$ cat config.mk
export PLATFORM = sky130hd
export DESIGN_NAME = player_l_ctrl
export DESIGN_NICKNAME = d
export VERILOG_FILES = /design/src/rtl/player_pkg.sv /design/src/rtl/frame_tick_gen.sv /design/src/rtl/player_l_ctrl.sv
export SDC_FILE = /design/constraint.sdc
export NUM_CORES = 1
export LEC_CHECK = 0
export ABC_AREA = 1
export CAP_MARGIN = 15
export CORE_ASPECT_RATIO = 2
export CORE_MARGIN = 2
export CORE_UTILIZATION = 45
export CTS_BUF_LIST = sky130_fd_sc_hd__clkbuf_2 sky130_fd_sc_hd__clkbuf_4 sky130_fd_sc_hd__clkbuf_8
export DETAILED_ROUTE_END_ITERATION = 10
export PLACE_DENSITY = 0.68
export SYNTH_ARGS = -nofsm -noshare
export SYNTH_HDL_FRONTEND = slang
export SYNTH_HIERARCHICAL = 1
export SYNTH_SLANG_ARGS = --single-unit
$ cat constraint.sdc
create_clock -name clk -period 6 [get_ports clk]
set_input_delay 1.2 -clock clk [delete_from_list [all_inputs] [get_ports clk]]
set_output_delay 1.2 -clock clk [all_outputs]
set_load 0.05 [all_outputs]
$ cat src/rtl/player_pkg.sv
// player_pkg: constants, state enumerations and helpers shared by the
// per-player controllers (player_l_ctrl, player_r_ctrl).
package player_pkg;

    // Gameplay defaults
    localparam int unsigned X_MAX       = 800;
    localparam int unsigned X_STEP      = 4;
    localparam int unsigned JUMP_V0     = 12;
    localparam int unsigned DEAD_FRAMES = 120;

    // Datapath widths
    localparam int unsigned POS_W   = 12;
    localparam int unsigned SWORD_W = 5;
    localparam int unsigned VEL_W   = 6;
    localparam int unsigned LEG_W   = 3;

    // Sword height levels
    localparam int unsigned SWORD_LOW  = 0;
    localparam int unsigned SWORD_MID  = 10;
    localparam int unsigned SWORD_HIGH = 20;

    // Thrust geometry
    localparam int unsigned THRUST_MAX  = 16;
    localparam int unsigned THRUST_STEP = 4;
    localparam int unsigned HOLD_TICKS  = 4;

    typedef enum logic [1:0] {
        ST_GROUND,
        ST_AIR,
        ST_DEAD
    } move_state_t;

    typedef enum logic [1:0] {
        TH_IDLE,
        TH_EXT,
        TH_HOLD,
        TH_RET
    } thrust_state_t;

    // Next sword level: one step up or down, saturating; simultaneous up+down holds.
    function automatic logic [SWORD_W-1:0] sword_next(input logic [SWORD_W-1:0] lvl,
                                                      input logic up,
                                                      input logic down);
        logic [SWORD_W-1:0] nxt;
        nxt = lvl;
        if (up && !down) begin
            if (lvl == SWORD_W'(SWORD_LOW))
                nxt = SWORD_W'(SWORD_MID);
            else if (lvl == SWORD_W'(SWORD_MID))
                nxt = SWORD_W'(SWORD_HIGH);
        end else if (down && !up) begin
            if (lvl == SWORD_W'(SWORD_HIGH))
                nxt = SWORD_W'(SWORD_MID);
            else if (lvl == SWORD_W'(SWORD_MID))
                nxt = SWORD_W'(SWORD_LOW);
        end
        return nxt;
    endfunction

endpackage

$ cat src/rtl/frame_tick_gen.sv
// frame_tick_gen: registered one-clk pulse on the clk after a vsync rising edge.
// Ports: clk, reset (sync, active-high), vsync_in, tick (registered pulse).
module frame_tick_gen (
    input  logic clk,
    input  logic reset,
    input  logic vsync_in,
    output logic tick
);

    logic vsync_prev;

    always_ff @(posedge clk) begin
        if (reset) begin
            vsync_prev <= 1'b0;
            tick       <= 1'b0;
        end else begin
            vsync_prev <= vsync_in;
            tick       <= vsync_in & ~vsync_prev;
        end
    end

endmodule

$ cat src/rtl/player_l_ctrl.sv
// player_l_ctrl: per-frame movement, jump, sword and death control for player L.
// Ports: clk, reset (sync, active-high), vsync_in (frame timing),
//   btn_left/btn_right/btn_jump (level), btn_up/btn_down/btn_thrust (edge),
//   hit_L (strike pulse), round_restart (immediate respawn);
//   outputs LP_x_pos, LP_y_pos, LP_sword_pos, LP_x_sword_pos, change_legs_L, dead_L.
module player_l_ctrl #(
    parameter int unsigned X_MAX       = player_pkg::X_MAX,
    parameter int unsigned X_STEP      = player_pkg::X_STEP,
    parameter int unsigned JUMP_V0     = player_pkg::JUMP_V0,
    parameter int unsigned DEAD_FRAMES = player_pkg::DEAD_FRAMES
) (
    input  logic        clk,
    input  logic        reset,
    input  logic        vsync_in,
    input  logic        btn_left,
    input  logic        btn_right,
    input  logic        btn_up,
    input  logic        btn_down,
    input  logic        btn_jump,
    input  logic        btn_thrust,
    input  logic        hit_L,
    input  logic        round_restart,
    output logic [11:0] LP_x_pos,
    output logic [11:0] LP_y_pos,
    output logic [4:0]  LP_sword_pos,
    output logic [11:0] LP_x_sword_pos,
    output logic        change_legs_L,
    output logic        dead_L
);
    import player_pkg::*;

    localparam int unsigned DEAD_W = $clog2(DEAD_FRAMES + 1);
    localparam int unsigned HOLD_W = $clog2(HOLD_TICKS);

    logic                     tick;
    move_state_t              state;
    thrust_state_t            th_state;
    logic signed [VEL_W-1:0]  vel;
    logic [LEG_W-1:0]         leg_cnt;
    logic [DEAD_W-1:0]        dead_cnt;
    logic [HOLD_W-1:0]        hold_cnt;
    logic                     hit_lat;
    logic                     up_prev;
    logic                     down_prev;
    logic                     thrust_prev;

    logic                     walk_c;
    logic                     respawn_c;
    logic                     up_new_c;
    logic                     down_new_c;
    logic                     thrust_new_c;
    logic                     land_c;
    logic [POS_W-1:0]         x_next_c;
    logic signed [POS_W:0]    y_sum_c;

    frame_tick_gen u_tick (
        .clk      (clk),
        .reset    (reset),
        .vsync_in (vsync_in),
        .tick     (tick)
    );

    // Per-tick decode: walking, edges, landing, respawn
    always_comb begin
        walk_c       = btn_left ^ btn_right;
        up_new_c     = btn_up & ~up_prev;
        down_new_c   = btn_down & ~down_prev;
        thrust_new_c = btn_thrust & ~thrust_prev;
        respawn_c    = reset | round_restart |
                       (tick && (state == ST_DEAD) && (dead_cnt == DEAD_W'(DEAD_FRAMES - 1)));
        // y is unsigned; extend both operands so a descent below ground shows as negative
        y_sum_c = $signed({1'b0, LP_y_pos}) +
                  $signed({{(POS_W + 1 - VEL_W){vel[VEL_W-1]}}, vel});
        land_c  = y_sum_c[POS_W] | (y_sum_c == '0);

        x_next_c = LP_x_pos;
        if (btn_right && !btn_left)
            x_next_c = (LP_x_pos >= POS_W'(X_MAX - X_STEP)) ? POS_W'(X_MAX)
                                                            : LP_x_pos + POS_W'(X_STEP);
        else if (btn_left && !btn_right)
            x_next_c = (LP_x_pos <= POS_W'(X_STEP)) ? '0 : LP_x_pos - POS_W'(X_STEP);
    end

    // Main movement FSM plus thrust sub-FSM; hit latch runs every clk
    always_ff @(posedge clk) begin
        if (respawn_c) begin
            state          <= ST_GROUND;
            th_state       <= TH_IDLE;
            LP_x_pos       <= '0;
            LP_y_pos       <= '0;
            LP_sword_pos   <= SWORD_W'(SWORD_LOW);
            LP_x_sword_pos <= '0;
            change_legs_L  <= 1'b0;
            dead_L         <= 1'b0;
            vel            <= '0;
            leg_cnt        <= '0;
            dead_cnt       <= '0;
            hold_cnt       <= '0;
            hit_lat        <= 1'b0;
            up_prev        <= 1'b0;
            down_prev      <= 1'b0;
            thrust_prev    <= 1'b0;
        end else begin
            if (state == ST_DEAD)
                hit_lat <= 1'b0;
            else if (hit_L)
                hit_lat <= 1'b1;

            if (tick) begin
                up_prev     <= btn_up;
                down_prev   <= btn_down;
                thrust_prev <= btn_thrust;

                if (state == ST_DEAD) begin
                    dead_cnt <= dead_cnt + DEAD_W'(1);
                end else if (hit_lat) begin
                    // A pending hit beats everything else on this tick, including a jump start
                    state          <= ST_DEAD;
                    dead_L         <= 1'b1;
                    dead_cnt       <= '0;
                    th_state       <= TH_IDLE;
                    LP_x_sword_pos <= '0;
                    hold_cnt       <= '0;
                end else begin
                    LP_x_pos <= x_next_c;
                    if (walk_c) begin
                        leg_cnt <= leg_cnt + LEG_W'(1);
                        if (leg_cnt == '1)
                            change_legs_L <= ~change_legs_L;
                    end
                    LP_sword_pos <= sword_next(LP_sword_pos, up_new_c, down_new_c);

                    case (state)
                        ST_GROUND: begin
                            if (btn_jump) begin
                                vel   <= VEL_W'(JUMP_V0);
                                state <= ST_AIR;
                            end
                        end
                        ST_AIR: begin
                            if (land_c) begin
                                LP_y_pos <= '0;
                                vel      <= '0;
                                state    <= ST_GROUND;
                            end else begin
                                LP_y_pos <= y_sum_c[POS_W-1:0];
                                vel      <= vel - VEL_W'(1);
                            end
                        end
                        default: ;
                    endcase

                    case (th_state)
                        TH_IDLE: begin
                            if (thrust_new_c)
                                th_state <= TH_EXT;
                        end
                        TH_EXT: begin
                            if (LP_x_sword_pos >= POS_W'(THRUST_MAX - THRUST_STEP)) begin
                                LP_x_sword_pos <= POS_W'(THRUST_MAX);
                                hold_cnt       <= '0;
                                th_state       <= TH_HOLD;
                            end else begin
                                LP_x_sword_pos <= LP_x_sword_pos + POS_W'(THRUST_STEP);
                            end
                        end
                        TH_HOLD: begin
                            if (hold_cnt == HOLD_W'(HOLD_TICKS - 1))
                                th_state <= TH_RET;
                            else
                                hold_cnt <= hold_cnt + HOLD_W'(1);
                        end
                        TH_RET: begin
                            if (LP_x_sword_pos <= POS_W'(THRUST_STEP)) begin
                                LP_x_sword_pos <= '0;
                                th_state       <= TH_IDLE;
                            end else begin
                                LP_x_sword_pos <= LP_x_sword_pos - POS_W'(THRUST_STEP);
                            end
                        end
                        default: th_state <= TH_IDLE;
                    endcase
                end
            end
        end
    end

endmodule

==> metrics.cfg <==
[sta]
worst_slack_ns=3.03
period_minus_slack_ns=2.97
finalSetupViolCount=0
whs_ns=0.405
fmax_ghz=0.337
clock_skew_ns=0.00648
relSlewSlack=0.338
rsz0062_at_grt=no
drv_slew=0
post-route-period-util=0.495
worstMarginPinSlew_ns=0.989
finalSetupTns_ns=0
hold_violations=0

[floorplanning]
die_w_um=73.9
core_area_um2=9640
placementRows=51
io_pins=54
initial_core_util=0.456
dieArea_um2=10600
fp.dieH_um=144

[yosys]
yosys-top-cells-area=dfxtp_1 29%, nand2_1 13%, ha_1 8.8%, inv_1 8.4%, a21oi_1 6.5%
synth_edf_count=0
synth_top_cell_area_share=0.292
ys_warn_count=6
synth_cells=668
async_reset_ff_frac=0
syn_area_per_cell_um2=6.58
synth_seq_area_share=0.292
synth_flop_cell=dfxtp_1
syn_area_um2=4390
synth_seq_cells=64
yosys.area.top_type=dfxtp_1
yosysUniqueCellTypes=38

[clock_network]
post_cts_buffers=0
cts_max_level=3
path_clk_slew_ns=0.07
cts.sinks=64
insertion_delay_ns=0.34
post_cts_resized=0
postCtsHoldBufs=0
cts_max_path_buffers=2
cts_tree=yes
cts_root_buf=clkbuf_8
numCtsBuffers=9

[placed_design]
dp_cells=832
dpl.hpwl_mm=9.20
post-place-ws_ns=2.93
io_buffer_count=48
dpl_cell_area_um2=4940
place_congestion=0.978

[critical_path]
r2r-end=vel[5]
path_buf_inv=1
crit_arrival_ns=1.77
start_kind=register
slowest_stage=clkdlybuf4s50_1
ff2ff_path_depth=11
slowest_delay_ns=0.88
reg2reg_slack_ns=3.31
cp-end-kind=output port
critPathTopFamily=buffers and inverters
worstPathCellList=clkdlybuf4s50_1
crit_cells=1
critPathKind=reg -> out
reg2reg_from=LP_y_pos[0]
cp_max_fo=10
cp_data_required_time_ns=4.80

[routing]
vias_per_cell=5.27
post-route-drc-count=0
wl_met2_mm=6.73
num_vias=4465
wl_per_cell_um=13.9
drt-initial-drc-count=203
drt_first_pass_iters=5
wirelength_met1_mm=4.23
ant_nets=0
top_layer=met4
routed_wl_mm=11.8
route.met3.wl_um=356

[power]
leakage_nw=2.31
power_mw=0.945
p_per_area_nw_per_um2=183
worst_ir_drop_vdd_v=0.000128

[final_layout]
drive_gt1_frac=0.0490
syn_to_final_growth_pct=17.5
antenna_cells=0
stdcell_count=847
fillers=966
finalCoreUtilization=0.536
multi_input_area_um2=2630
nets=754
finalInstanceArea_um2=5160
regArea_um2=1280

[job]
max_cap_violations=0

[global_routing]
grt_overflow=0
antenna_found_initial=0
grt_max_degree=48
grt_usage=0.227
grt_pass1_wl_mm=18.8
grt_pass1_vias=4319

[outcome]
status=completed

[worst_hold_path]
min_from=u_tick/vsync_prev
hold_depth=1
hp-class=reg -> reg
min_to=u_tick/tick

[worst max-delay path by stage]
stage                startpoint            endpoint  slack (ns)
finish              LP_x_pos[4]         LP_x_pos[4]        3.03
CTS                 LP_x_pos[4]         LP_x_pos[4]        3.02
global route        LP_x_pos[4]         LP_x_pos[4]        2.97
floorplan           LP_y_pos[0]         LP_y_pos[0]        3.45
detailed placement        reset  LP_x_sword_pos[11]        2.93
global placement          reset  LP_x_sword_pos[11]        2.96
[state kept, by name, summed over array words and instances, names as in the netlist]
signal	count
LP_sword_pos	2
LP_x_pos	10
LP_x_sword_pos	10
LP_y_pos	12
change_legs_L	1
dead_L	1
dead_cnt	7
down_prev	1
hit_lat	1
hold_cnt	2
leg_cnt	3
state	2
th_state	2
thrust_prev	1
u_tick/tick	1
u_tick/vsync_prev	1
up_prev	1
vel	6
[layout make-up]
class | instances | area share
Sequential cell | 64 | 0.248
Clock buffer | 12 | 0.0308
Inverter | 98 | 0.0713
Tap cell | 132 | 0.0320
Clock inverter | 3 | 0.0126
Timing Repair Buffer | 50 | 0.0960
Multi-Input combinational cell | 488 | 0.509
[cells in the mapped netlist (all sizes together), types with 2 or more instances]
cell type	number
buf	18
dfxtp	64
ha	31
a21oi	57
nor3	15
nand3b	3
o21a	2
a31oi	5
a221oi	2
o211ai	3
nor4	2
nand3	54
or2	5
clkbuf	4
nand4	19
nor2	71
xor2	13
o31ai	3
nand2	157
a211oi	7
inv	98
o21ai	27
[power breakdown]
part           switching, mW  internal [mW]  total [mW]
Combinational         0.0620         0.0282      0.0903
Sequential           0.00642          0.429       0.435
Clock                  0.161          0.258       0.419
Total                  0.229          0.715       0.945
[metal layers]
layer	up-vias	global-route usage
met2	120	0.438
met4	0	0.123
met3	37	0.0372
li1	2259	-
met5	-	0
met1	2049	0.215
[layout by cell type (no fill, tap or decap), drive strengths merged]
master,instances
a211oi,7
clkdlybuf4s50,48
o21a,2
o2111ai,1
xor2,13
fa,1
or2,5
a31oi,5
clkinv,1
inv,98
nand3,54
nand2,157
o211ai,3
buf,2
dfxtp,64
nor2,71
ha,31
clkbuf,12
o21ai,27
nor3,15
bufinv,2
and2,1
nand3b,3
a21oi,57
xnor2,1
o31ai,3
o211a,1
conb,5
nand4,19
and3,1
nor4,2
a32oi,1
a221oi,2
[logic make-up (layout without fill, tap and decap cells)]
group / Yosys count / after routing / share of synthesized area
simple gates: 328 / 328 / 0.329
buf+inv: 120 / 163 / 0.115
compound gates: 109 / 109 / 0.139
flops: 64 / 64 / 0.292
fa+ha+maj: 32 / 32 / 0.0929
xor+xnor: 14 / 14 / 0.0322
other cells: 1 / 5 / 0.000854
Note: power is estimated with default switching activity, not from simulation.
==> RTL edit, RTL diff (same settings) <==
The 3 states of `move_state_t` get a one-hot encoding in 3 bits.
--- a/src/rtl/player_pkg.sv
+++ b/src/rtl/player_pkg.sv
@@ -24,10 +24,10 @@
     localparam int unsigned THRUST_STEP = 4;
     localparam int unsigned HOLD_TICKS  = 4;
 
-    typedef enum logic [1:0] {
-        ST_GROUND,
-        ST_AIR,
-        ST_DEAD
+    typedef enum logic [2:0] {
+        ST_GROUND = 3'b001,
+        ST_AIR    = 3'b010,
+        ST_DEAD   = 3'b100
     } move_state_t;
 
     typedef enum logic [1:0] {
Formal check against the unedited RTL: same outputs for any inputs over 4 cycles, from zero or initial values and one cycle with reset high; so few cycles prove little.
==> RTL edit against the unedited design <==
Sequential cell count increased by 1. Power decreased by 5.8%. Count of clock-buffer cells in the layout decreased by 2. Cell area increased by 0.56%. Area after synthesis increased by 1.3%. Clock skew increased by 0.00075 ns. Routed wire length decreased by 8.3%. Setup slack got worse by 0.084 ns. Critical endpoint is now LP_x_pos[7].
==> RTL edit: results <==
export IMPL_wl_met2_microns=6040
export IMPL_placed_cell_area_sq_um=5000
export IMPL_synth_cell_type_count=42
export IMPL_r2r_cells=10
export IMPL_cellLeakagePower_nw=2.31
export IMPL_seq_power_mw=0.441
export IMPL_whs_ns=0.400
export IMPL_met2_usage_pct=41.0
export IMPL_vdd_drop_max_uv=135
export IMPL_synthTopCellsByCount="nand2_1 (144), inv_1 (106), nor2_1 (74)"
export IMPL_use_met1_pct=21.0
export IMPL_cts_buffers=9
export IMPL_synth_cells=667
export IMPL_r2r_end="LP_x_pos[7]"
export IMPL_place_gp_congestion=0.899
export IMPL_top_layer="met4"
export IMPL_final_nets=753
export IMPL_grt_pass1_vias=4160
export IMPL_synth_area_top_cells="dfxtp_1 (29%), nand2_1 (12%), inv_1 (8.9%), ha_1 (8.7%), nor2_1 (6.2%)"
export IMPL_drtIter0Drc=212
export IMPL_min_period_over_period_pct=50.9
export IMPL_critPathLaunch="btn_left"
export IMPL_post_place_ws_ns=2.59
export IMPL_crit_end="LP_x_pos[7]"
export IMPL_reg2reg_from="state[2]"
export IMPL_finalClockSkew_ns=0.00723
export IMPL_place_inst=831
export IMPL_p_comb_share_pct=9.4
export IMPL_drive_gt1_share_pct=7.83
export IMPL_rrSetupSlack_ns=3.35
export IMPL_tightest_slew_ns=0.731
export IMPL_num_vias=4356
export IMPL_status="finished clean"
export IMPL_synth_fa_ha_area_share_pct=9.17
export IMPL_port_buffers=48
export IMPL_wl_met3_microns=369
export IMPL_synth_xor_area_share_pct=3.94
export IMPL_total_power_mw=0.890
export IMPL_wirelength_microns=10800
export IMPL_drt_met1_wl_microns=4080
export IMPL_internal_power_mw=0.657
export IMPL_grt_max_degree=43
export IMPL_critPathMaxFanout=22
export IMPL_drtPass1Iterations=4
export IMPL_grt_pass1_wl_microns=18100
export IMPL_cpMaxStageDelayCell="nor2_2"
export IMPL_synth_compound_area_share_pct=15.6
export IMPL_crit_arrival_ns=3.29
export IMPL_ctsLongestPathBuffers=2
export IMPL_worst_hold_path_type="flop to flop"
export IMPL_ys_seq_area_share_pct=29.2
export IMPL_track_usage_pct=21.5
export IMPL_met3_usage_pct=4.32
-- RTL edit: cell types whose count changed after synthesis, moves of 5 or more --
cell,unedited run,this run
xnor2_1,1,6
a21oi_1,57,47
nand2_1,154,144
a211oi_1,7,2
nand3_1,50,28
nand2_2,3,13
a21oi_2,0,10
nand4_1,19,12
inv_1,98,106
nor2_1,68,74
-- RTL edit: cell type report --
class                   instances  area (sq um)
flip-flops and latches         65          1300
multi-input cells             477          2640
repair buffers                 49           488
fillers                       977          4510
clock buffers                  10           131
inverters                     108           405
well taps                     132           165
clock inverters                 6          58.8
-- RTL edit: worst reg2reg max path, stage by stage (launching register included) --
cell	delay (ns)
dfxtp_1	0.38
inv_1	0.08
nor3_2	0.26
inv_1	0.09
nor2_2	0.23
nand4_1	0.17
nand3_2	0.09
buf_4	0.43
inv_1	0.49
o31ai_1	0.23
nor2_1	0.09
